`src/rtl/uart_pkg.sv`:
```
// Types and constants shared by the UART receive and transmit paths.
// Also provides the 2-of-3 vote used when UART_RX_MAJORITY_EN is defined.
package uart_pkg;

  localparam int UART_BAUD_DIV_DEFAULT = 868;
  localparam int UART_DATA_W           = 8;

  typedef enum logic [2:0] {
    ST_IDLE      = 3'd0,
    ST_START     = 3'd1,
    ST_DATA      = 3'd2,
    ST_STOP      = 3'd3,
    ST_WAIT_HIGH = 3'd4
  } uart_state_e;

  function automatic logic maj3(input logic a, input logic b, input logic c);
    return (a & b) | (a & c) | (b & c);
  endfunction

endpackage

```
`src/rtl/uart_sync2.sv`:
```
// Two-flop synchronizer for a single asynchronous line.
// Both flops are preset high so an idle-high line reads as idle out of reset.
module uart_sync2 (
  input  logic clk,
  input  logic rst_n,
  input  logic d,
  output logic q
);

  logic meta_q;
  logic sync_q;

  // synchronizer chain
  always_ff @(posedge clk or negedge rst_n) begin
    if (!rst_n) begin
      meta_q <= 1'b1;
      sync_q <= 1'b1;
    end else begin
      meta_q <= d;
      sync_q <= meta_q;
    end
  end

  assign q = sync_q;

endmodule

```
`src/rtl/uart_rx_core.sv`:
```
// UART receiver: 8 data bits, LSB first, one stop bit, BAUD_DIV clocks per bit.
// Define UART_RX_MAJORITY_EN to vote each sample over three adjacent cycles.
module uart_rx_core
  import uart_pkg::*;
#(
  parameter int BAUD_DIV = UART_BAUD_DIV_DEFAULT
) (
  input  logic                   clk,
  input  logic                   rst_n,
  input  logic                   rx,
  output logic [UART_DATA_W-1:0] rx_data,
  output logic                   rx_valid,
  output logic                   rx_frame_err,
  output logic                   rx_busy
);

`ifdef UART_RX_MAJORITY_EN
  localparam int MAJ_LAT = 1;
`else
  localparam int MAJ_LAT = 0;
`endif

  // With voting, each decision waits one cycle so the sample point +1 is available.
  localparam logic [15:0] HALF_END = 16'(BAUD_DIV / 2 - 1 + MAJ_LAT);
  localparam logic [15:0] BIT_END  = 16'(BAUD_DIV - 1);

  logic rx_s;
  logic sample_s;

  uart_state_e            state_q,        state_d;
  logic [15:0]            baud_cnt_q,     baud_cnt_d;
  logic [2:0]             bit_idx_q,      bit_idx_d;
  logic [UART_DATA_W-1:0] shift_q,        shift_d;
  logic [UART_DATA_W-1:0] rx_data_q,      rx_data_d;
  logic                   rx_valid_q,     rx_valid_d;
  logic                   rx_frame_err_q, rx_frame_err_d;
  logic                   rx_busy_q,      rx_busy_d;

  uart_sync2 u_sync (
    .clk   (clk),
    .rst_n (rst_n),
    .d     (rx),
    .q     (rx_s)
  );

`ifdef UART_RX_MAJORITY_EN
  logic rx_h1_q;
  logic rx_h2_q;

  // two-cycle history of rx_s for the vote
  always_ff @(posedge clk or negedge rst_n) begin
    if (!rst_n) begin
      rx_h1_q <= 1'b1;
      rx_h2_q <= 1'b1;
    end else begin
      rx_h1_q <= rx_s;
      rx_h2_q <= rx_h1_q;
    end
  end

  assign sample_s = maj3(rx_s, rx_h1_q, rx_h2_q);
`else
  assign sample_s = rx_s;
`endif

  // next-state and output decode
  always_comb begin
    state_d        = state_q;
    baud_cnt_d     = baud_cnt_q + 16'd1;
    bit_idx_d      = bit_idx_q;
    shift_d        = shift_q;
    rx_data_d      = rx_data_q;
    rx_valid_d     = 1'b0;
    rx_frame_err_d = 1'b0;

    case (state_q)
      ST_IDLE: begin
        baud_cnt_d = 16'd0;
        if (!rx_s) state_d = ST_START;
        else       state_d = ST_IDLE;
      end
      ST_START: begin
        if (baud_cnt_q == HALF_END) begin
          baud_cnt_d = 16'd0;
          bit_idx_d  = 3'd0;
          if (!sample_s) state_d = ST_DATA;
          else           state_d = ST_IDLE;
        end else begin
          state_d = ST_START;
        end
      end
      ST_DATA: begin
        if (baud_cnt_q == BIT_END) begin
          baud_cnt_d = 16'd0;
          shift_d    = {sample_s, shift_q[UART_DATA_W-1:1]};
          bit_idx_d  = bit_idx_q + 3'd1;
          if (bit_idx_q == 3'd7) state_d = ST_STOP;
          else                   state_d = ST_DATA;
        end else begin
          state_d = ST_DATA;
        end
      end
      ST_STOP: begin
        if (baud_cnt_q == BIT_END) begin
          baud_cnt_d = 16'd0;
          if (sample_s) begin
            rx_data_d  = shift_q;
            rx_valid_d = 1'b1;
            state_d    = ST_IDLE;
          end else begin
            rx_frame_err_d = 1'b1;
            state_d        = ST_WAIT_HIGH;
          end
        end else begin
          state_d = ST_STOP;
        end
      end
      ST_WAIT_HIGH: begin
        // A held-low break parks here so it reports a single error.
        baud_cnt_d = 16'd0;
        if (rx_s) state_d = ST_IDLE;
        else      state_d = ST_WAIT_HIGH;
      end
      default: begin
        baud_cnt_d = 16'd0;
        state_d    = ST_IDLE;
      end
    endcase

    rx_busy_d = (state_d != ST_IDLE);
  end

  // state and output registers
  always_ff @(posedge clk or negedge rst_n) begin
    if (!rst_n) begin
      state_q        <= ST_IDLE;
      baud_cnt_q     <= 16'd0;
      bit_idx_q      <= 3'd0;
      shift_q        <= '0;
      rx_data_q      <= '0;
      rx_valid_q     <= 1'b0;
      rx_frame_err_q <= 1'b0;
      rx_busy_q      <= 1'b0;
    end else begin
      state_q        <= state_d;
      baud_cnt_q     <= baud_cnt_d;
      bit_idx_q      <= bit_idx_d;
      shift_q        <= shift_d;
      rx_data_q      <= rx_data_d;
      rx_valid_q     <= rx_valid_d;
      rx_frame_err_q <= rx_frame_err_d;
      rx_busy_q      <= rx_busy_d;
    end
  end

  assign rx_data      = rx_data_q;
  assign rx_valid     = rx_valid_q;
  assign rx_frame_err = rx_frame_err_q;
  assign rx_busy      = rx_busy_q;

endmodule

```
`config.mk`:
```
export PLATFORM = sky130hd
export DESIGN_NAME = uart_rx_core
export DESIGN_NICKNAME = d
export VERILOG_FILES = /design/src/rtl/uart_pkg.sv /design/src/rtl/uart_sync2.sv /design/src/rtl/uart_rx_core.sv
export SDC_FILE = /design/constraint.sdc
export NUM_CORES = 1
export LEC_CHECK = 0
export BUFFER_PORTS_ARGS = -buffer_cell sky130_fd_sc_hd__buf_2
export CELL_PAD_IN_SITES_DETAIL_PLACEMENT = 0
export CELL_PAD_IN_SITES_GLOBAL_PLACEMENT = 1
export CORE_ASPECT_RATIO = 2
export CORE_MARGIN = 5
export CORE_UTILIZATION = 40
export CTS_BUF_LIST = sky130_fd_sc_hd__clkbuf_4 sky130_fd_sc_hd__clkbuf_8 sky130_fd_sc_hd__clkbuf_16
export DETAILED_ROUTE_END_ITERATION = 7
export HOLD_SLACK_MARGIN = 0.12
export MAX_ROUTING_LAYER = met4
export PLACE_DENSITY_LB_ADDON = 0.1
export REMOVE_ABC_BUFFERS = 1
export SYNTH_ARGS = -nofsm -noshare
export SYNTH_HDL_FRONTEND = slang
export SYNTH_SLANG_ARGS = --single-unit
```
`constraint.sdc`:
```
create_clock -name clk -period 2.3 [get_ports clk]
set_input_delay 0.345 -clock clk [delete_from_list [all_inputs] [get_ports clk]]
set_output_delay 0.345 -clock clk [all_outputs]
set_load 0.03 [all_outputs]
```
==> results of run 1 <==
logic make-up (layout without fill, tap and decap cells):
group	after synthesis	in the layout
buffers and inverters	10	28
and+or+nand+nor	93	93
DFF	43	43
AOI/OAI and AO/OA	10	10
muxes	8	8
adders and majority gates	4	4
xor gates and xnor gates	14	14
sequential cells by signal, indices dropped and copies added, names as in the netlist:
signal	count
u_sync.q	1
bit_idx_q	3
shift_q	8
rx_valid	1
rx_busy	1
u_sync.meta_q	1
state_q	3
rx_data	8
baud_cnt_q	16
rx_frame_err	1
layer usage:
metal  share of wire  global-route usage
met3           0.030              0.0213
met5               0                   -
met2            0.56               0.255
met1            0.38               0.139
met4           0.030              0.0665
where the power goes:
group / switching, mW / internal (mW)
Sequential: 0.00231 / 0.759
Combinational: 0.0146 / 0.00162
Clock: 0.249 / 0.446
layout make-up:
cell class              count  area (um2)  share of cell area
clock inverters             2        60.1              0.0272
clock buffers               6        76.3              0.0345
inverters                   4        15.0             0.00680
flip-flops and latches     43        1080               0.488
repair buffers             16        87.6              0.0396
well taps                  57        71.3              0.0323
multi-input cells         129         821               0.371
cell usage after synthesis, types with 2 or more instances:
library cell	n	area share
dfrtp_1	41	0.53
nand2_1	32	0.062
nor2_1	23	0.044
nand3_1	9	0.023
xor2_1	9	0.040
mux2_2	8	0.046
nor3_1	6	0.015
xnor2_1	5	0.022
buf_2	4	0.010
ha_1	4	0.026
inv_1	4	0.0077
nand4_1	4	0.013
a22o_1	2	0.0090
and2_1	2	0.0064
and3_1	2	0.0064
dfstp_2	2	0.027
or2_2	2	0.0064
worst max-delay path: cells and delay by family (launching register included):
| family | cells | cell delay [ps] |
|---|---|---|
| AO/OA/AOI/OAI | 1 | 430 |
| adder cells (fa/ha/maj) | 1 | 260 |
| flip-flops | 1 | 420 |
| AND/OR/NAND/NOR | 4 | 870 |
stage by stage:
step,area [um2],hold slack [ps],utilization,power [mW],setup slack (ps)
final,2210,150,0.458,1.47,188
after global routing,2210,131,0.458,1.53,81.2
after CTS,2210,141,0.458,1.49,191
after detailed placement,2070,348,0.430,0.793,195
after global placement,2070,346,0.430,0.792,254
after floorplan,1910,49.4,-,0.776,209
worst paths after layout:
path                                   to     startpoint  slack [ps]  cells past startpoint
hold reg to reg                  u_sync.q  u_sync.meta_q         360                      0
hold / removal              u_sync.meta_q             rx         150                      1
min in group asynchronous  baud_cnt_q[10]          rst_n         190                      1
setup reg to reg                  rx_busy  baud_cnt_q[0]         190                      6
max in group asynchronous      rx_data[3]          rst_n        1530                      1
setup / recovery                  rx_busy  baud_cnt_q[0]         190                      6
==> reports/qor.yml, run 1 <==
mostFrequentLayoutCell: "dfrtp_1"
cts_htree_levels: 2
cp_data_arrival_time_ps: 2280
ir_drop_v: 0.000555
n_fill_cell: 467
hold_viol: 0
crit_path_start_kind: "register"
skew_ps: 6.09
final_cell_mix: "dfrtp_1 (41), nand2_1 (32), nor2_1 (23), buf_2 (13)"
slew_viol_final: 0
synthXorXnorAreaFrac: 0.0629
grt_pass1_wl_mm: 6.65
start_util: 0.404
worstSkewPairLatency_ps: 290
die_y_um: 109
cap_violations: 0
port_buffers: 13
status: "finished, final reports clean"
ys.flop_type: "dfrtp_1"
dp.cells: 249
ys_ff_latch: 43
ys_types: 40
async_flop_share: 1.00
first_iter_violations: 37
post-route-drc-count: 0
via_per_inst: 5.21
avgSynthCellArea_um2: 10.7
synth_top_family_by_area: "simple AND/OR/NAND/NOR gates"
numCtsBuffers: 5
rsz0062_at_grt: "no"
cpMaxStageDelayCell: "a2111o_1"
ant_nets: 0
synthAdderAreaFrac: 0.0257
criticalPathCategory: "reg2reg"
fin_tns_setup_ps: 0
tightest_slew_ps: 943
final_cells: 257
cp_slowest_stage_delay_ps: 430
critPathRequiredTime_ps: 2460
ys_seq_area_frac: 0.553
crit_path_end_kind: "register"
clock_sinks: 43
core-area_um2: 4820
synth-compound-area-share: 0.0404
grtUsageTotal: 0.140
cts-root-buf: "clkbuf_8"
timing.fmax_ghz: 0.473
first_pass_iters: 4
cts_resized: 0
hp-class: "in2reg"
antennaDiodeCount: 0
grt_max_degree: 44
finalCritPeriodShare: 0.918
place_congestion: 0.823
drive_gt1_frac: 0.205
place_hpwl_mm: 2.85
p_leak_nw: 1.15
clockBufferDepth: 2
synth_warnings: 0
fp.dieW_um: 59.4
routed-via-count: 1338
hold_buffers: 0
num_rows: 36
synth.area.mux_share: 0.0462
slew_headroom: 0.372
totalWireLength_mm: 3.91
antenna_found_initial: 0
synth_edf_count: 0
yosys.area_share.simple: 0.246
clk_pin_slew_ps: 80
finalSetupViolCount: 0
grt_pass1_vias: 1404
cts_setup_buffers: 0
dieArea_um2: 6450
post-route-min-period_ps: 2110
io_pins: 14
critPathMaxFanout: 7
grt-ovfl-total: 0
area_growth_pct: 13.4
wire_per_inst_um: 15.2
cts_tree: "done"
final_nets: 206
synth_area_um2: 1950
worstPathCellList: "ha_1 > and4bb_4 > nand4_2 > nor3_1 > a2111o_1 > or4_1"
p_per_area_nw_per_um2: 666
synthCells: 182
Note: power is estimated with default switching activity, not from simulation.
==> run 2: changes to the inputs <==
--- a/config.mk
+++ b/config.mk
@@ -9,9 +9,8 @@
 export CELL_PAD_IN_SITES_DETAIL_PLACEMENT = 0
 export CELL_PAD_IN_SITES_GLOBAL_PLACEMENT = 1
 export CORE_ASPECT_RATIO = 2
-export CORE_MARGIN = 5
 export CORE_UTILIZATION = 40
-export CTS_BUF_LIST = sky130_fd_sc_hd__clkbuf_4 sky130_fd_sc_hd__clkbuf_8 sky130_fd_sc_hd__clkbuf_16
+export CTS_BUF_LIST = sky130_fd_sc_hd__clkbuf_8
 export DETAILED_ROUTE_END_ITERATION = 7
 export HOLD_SLACK_MARGIN = 0.12
 export MAX_ROUTING_LAYER = met4
==> reports/qor.yml, run 2 (synthesized netlist as in run 1, its figures left out) <==
die_y_um: 101
p_clk_frac: 0.374
final_cell_mix: "dfrtp_1 (41), nand2_1 (32), nor2_1 (23), buf_2 (13)"
cts_htree_levels: 2
p_leak_nw: 1.12
place_congestion: 0.911
finalCritPeriodShare: 0.921
antenna_found_initial: 0
drive_gt1_frac: 0.196
port_buffers: 13
p_per_area_nw_per_um2: 577
regMostFlops: "baud_cnt_q"
min_path_cells: 1
dp.cells: 246
power_mw: 1.24
wire_per_inst_um: 15.1
dieArea_um2: 5170
cap_violations: 0
worstPathCellList: "ha_1 > and4bb_4 > nand4_2 > nor3_1 > a2111o_1 > or4_1"
clockBufferDepth: 2
p_int_mw: 0.968
slew_viol_final: 0
totalWireLength_mm: 3.83
holdWs_ps: 150
worstSkewPairLatency_ps: 290
hold_buffers: 0
final_cells: 254
switching_share: 0.219
cp_slowest_stage_delay_ps: 430
min_to: "u_sync.meta_q"
hold_viol: 0
crit_path_end_kind: "register"
ir_drop_v: 0.000485
comb_power_share: 0.013
cts_tree: "done"
num_rows: 35
cpMaxStageDelayCell: "dfrtp_1"
grt_max_degree: 44
first_pass_iters: 4
cts-root-buf: "clkbuf_8"
cts_resized: 0
mostFrequentLayoutCell: "dfrtp_1"
numCtsBuffers: 5
crit_path_start_kind: "register"
skew_ps: 6.82
core-area_um2: 4640
cp_data_arrival_time_ps: 2290
start_util: 0.420
rsz0062_at_grt: "no"
first_iter_violations: 28
grt_pass1_wl_mm: 6.50
grtUsageTotal: 0.175
final_nets: 205
final_util: 0.463
fin_tns_setup_ps: 0
grt-ovfl-total: 0
power_frac_seq: 0.613
r2r_end: "rx_busy"
hp-class: "in2reg"
antennaDiodeCount: 0
post-route-drc-count: 0
timing.fmax_ghz: 0.472
grt_pass1_vias: 1449
finalSetupViolCount: 0
post-route-min-period_ps: 2120
switchingPower_mw: 0.272
reg2reg_from: "baud_cnt_q[0]"
critPathRequiredTime_ps: 2470
ant_nets: 0
largest_reg_flops: 16
area_growth_pct: 10.2
via_per_inst: 5.33
place_hpwl_mm: 2.76
status: "finished, final reports clean"
tightest_slew_ps: 941
routed-via-count: 1354
r2r_slack_ps: 180
fp.dieW_um: 51.4
cts_setup_buffers: 0
slew_headroom: 0.373
holdCritStartpoint: "rx"
critPathMaxFanout: 7
io_pins: 14
clk_pin_slew_ps: 80
criticalPathCategory: "reg2reg"
n_fill_cell: 474
worstRegToRegCells: 6
clock_sinks: 43
==> run 2: final cells by class <==
type,count,area (um2),share of cell area
repair buffers,15,80.1,0.0373
clock buffers,5,68.8,0.0320
well taps,55,68.8,0.0320
multi-input cells,129,821,0.382
inverters,4,15.0,0.00699
flip-flops and latches,43,1080,0.502
clock inverters,3,16.3,0.00757
==> run 2: stage by stage <==
stage	worst slack, ps	area, um2
finish	181	2150
global route	85.8	2150
CTS	168	2150
detailed placement	192	2060
global placement	254	2060
floorplan	209	1910
==> run 2: power groups by stage <==
stage               Combinational (mW)  Sequential (mW)  Clock [mW]
finish                          0.0161            0.761       0.463
detailed placement              0.0174            0.776           0
floorplan                     0.000777            0.775           0
CTS                             0.0175            0.761       0.484
global route                    0.0198            0.761       0.510
global placement                0.0165            0.776           0
==> run 2: per-layer routing <==
layer	GRT usage	routed length [um]	vias to the layer above
li1	-	-	655
met1	0.161	1370	669
met2	0.327	2280	22
met3	0.0362	83	8
met4	0.0832	99	0
met5	-	0	-
==> run 2: critical path, delay by kind of cell, from the launching register on <==
family / cells / cell delay [ps]
adders and majority gates: 1 / 270
DFF: 1 / 430
AOI/OAI and AO/OA: 1 / 430
and+or+nand+nor: 4 / 880
==> run 2: worst max path at each step <==
stage	from	end	slack (ps)	cells past startpoint
after global routing	baud_cnt_q[0]	rx_busy	90	6
after CTS	baud_cnt_q[0]	rx_busy	170	6
after detailed placement	baud_cnt_q[0]	rx_busy	190	6
after global placement	baud_cnt_q[0]	rx_busy	250	6
after floorplan	baud_cnt_q[0]	rx_busy	210	6
final	baud_cnt_q[0]	rx_busy	180	6
==> run 3: changes to the inputs <==
==> constraint.sdc (replaced) <==
create_clock -name clk -period 2.7 [get_ports clk]
set_input_delay 0.405 -clock clk [delete_from_list [all_inputs] [get_ports clk]]
set_output_delay 0.405 -clock clk [all_outputs]
set_load 0.03 [all_outputs]
==> reports/qor.yml, run 3 (synthesized netlist as in run 1, its figures left out) <==
first_pass_iters: 4
worstPathCellList: "ha_1 > and4bb_4 > nand4_2 > nor3_1 > a2111o_1 > or4_1"
cp_data_arrival_time_ps: 2260
dieArea_um2: 5170
final_cell_mix: "dfrtp_1 (41), nand2_1 (32), nor2_1 (23), buf_2 (13)"
antennaDiodeCount: 0
p_leak_nw: 1.14
grt_max_degree: 44
num_rows: 35
place_congestion: 0.919
cts_tree: "done"
finalCritPeriodShare: 0.777
timing.fmax_ghz: 0.477
wire_per_inst_um: 14.4
rsz0062_at_grt: "no"
post-route-drc-count: 0
slew_headroom: 0.382
clk_pin_slew_ps: 80
dp_slack_ps: 606
area_growth_pct: 12.3
fp.dieW_um: 51.4
p_per_area_nw_per_um2: 568
grtUsageTotal: 0.168
grt-ovfl-total: 0
first_iter_violations: 33
grt_pass1_vias: 1397
cts_htree_levels: 2
regMostFlops: "baud_cnt_q"
final_util: 0.471
grt_pass1_wl_mm: 6.33
comb_power_share: 0.011
final_nets: 204
port_buffers: 13
finalSetupViolCount: 0
hold_buffers: 0
ant_nets: 0
mostFrequentLayoutCell: "dfrtp_1"
criticalPathCategory: "reg2reg"
tightest_slew_ps: 928
start_util: 0.420
status: "finished, final reports clean"
cap_violations: 0
switching_share: 0.184
largest_reg_flops: 16
totalWireLength_mm: 3.64
core-area_um2: 4640
io_pins: 14
cp_slowest_stage_delay_ps: 430
switchingPower_mw: 0.229
numCtsBuffers: 5
crit_path_start_kind: "register"
die_y_um: 101
fin_ws_ps: 602
p_int_mw: 1.01
routed-via-count: 1323
via_per_inst: 5.23
critPathRequiredTime_ps: 2870
n_fill_cell: 450
crit_path_end_kind: "register"
cpMaxStageDelayCell: "a2111o_1"
antenna_found_initial: 0
slew_viol_final: 0
ir_drop_v: 0.000503
power_frac_seq: 0.522
holdWs_ps: 214
critical-path-top-delay-family: "simple AND/OR/NAND/NOR gates"
skew_ps: 8.58
critPathMaxFanout: 7
hold_viol: 0
fin_tns_setup_ps: 0
p_clk_frac: 0.467
clock_sinks: 43
cts_resized: 0
drive_gt1_frac: 0.192
clockBufferDepth: 2
cts-root-buf: "clkbuf_8"
hp-class: "in2reg"
place_hpwl_mm: 2.67
worstSkewPairLatency_ps: 290
cts_setup_buffers: 0
path_buf_inv: 0
post-route-min-period_ps: 2100
## run 3: routing by layer
metal | up-vias | track usage | routed length [um]
met3 | 6 | 0.0317 | 73
li1 | 654 | - | -
met5 | - | - | 0
met4 | 0 | 0.0624 | 72
met2 | 27 | 0.310 | 2080
met1 | 636 | 0.167 | 1410
## run 3: power by group through the flow
stage | clock, mW | sequential, mW | combinational, mW
final | 0.580 | 0.648 | 0.0136
after floorplan | 0 | 0.660 | 0.000662
after CTS | 0.596 | 0.648 | 0.0148
after detailed placement | 0 | 0.661 | 0.0148
after global placement | 0 | 0.661 | 0.0142
after global routing | 0.614 | 0.649 | 0.0171
## run 3: worst reg2reg max path, cell delays in order (launching register included)
cell and delay (ps):
dfrtp_1 420, ha_1 260, and4bb_4 240, nand4_2 160, nor3_1 80, a2111o_1 430, or4_1 390
## run 3: path summary, 6_finish.rpt
kind	start	to	slack (ps)	cells past startpoint
setup / recovery	baud_cnt_q[0]	rx_busy	600	6
hold / removal	rx	u_sync.meta_q	210	1
setup reg to reg	baud_cnt_q[0]	rx_busy	600	6
max in group asynchronous	rst_n	baud_cnt_q[8]	1870	1
hold reg to reg	u_sync.meta_q	u_sync.q	360	0
min in group asynchronous	rst_n	rx_frame_err	250	1
## run 3: through the flow
step,area [um2],std cells,power [mW]
final,2190,253,1.24
after detailed placement,2060,245,0.676
after global routing,2190,253,1.28
after floorplan,1910,176,0.661
after global placement,2060,245,0.675
after CTS,2190,253,1.26
## run 3: layout make-up
class | count | area [um2] | share of cell area
Timing Repair Buffer | 14 | 72.6 | 0.0332
Multi-Input combinational cell | 129 | 821 | 0.375
Sequential cell | 43 | 1080 | 0.493
Inverter | 4 | 15.0 | 0.00686
Clock inverter | 3 | 63.8 | 0.0292
Clock buffer | 5 | 68.8 | 0.0314
Tap cell | 55 | 68.8 | 0.0314
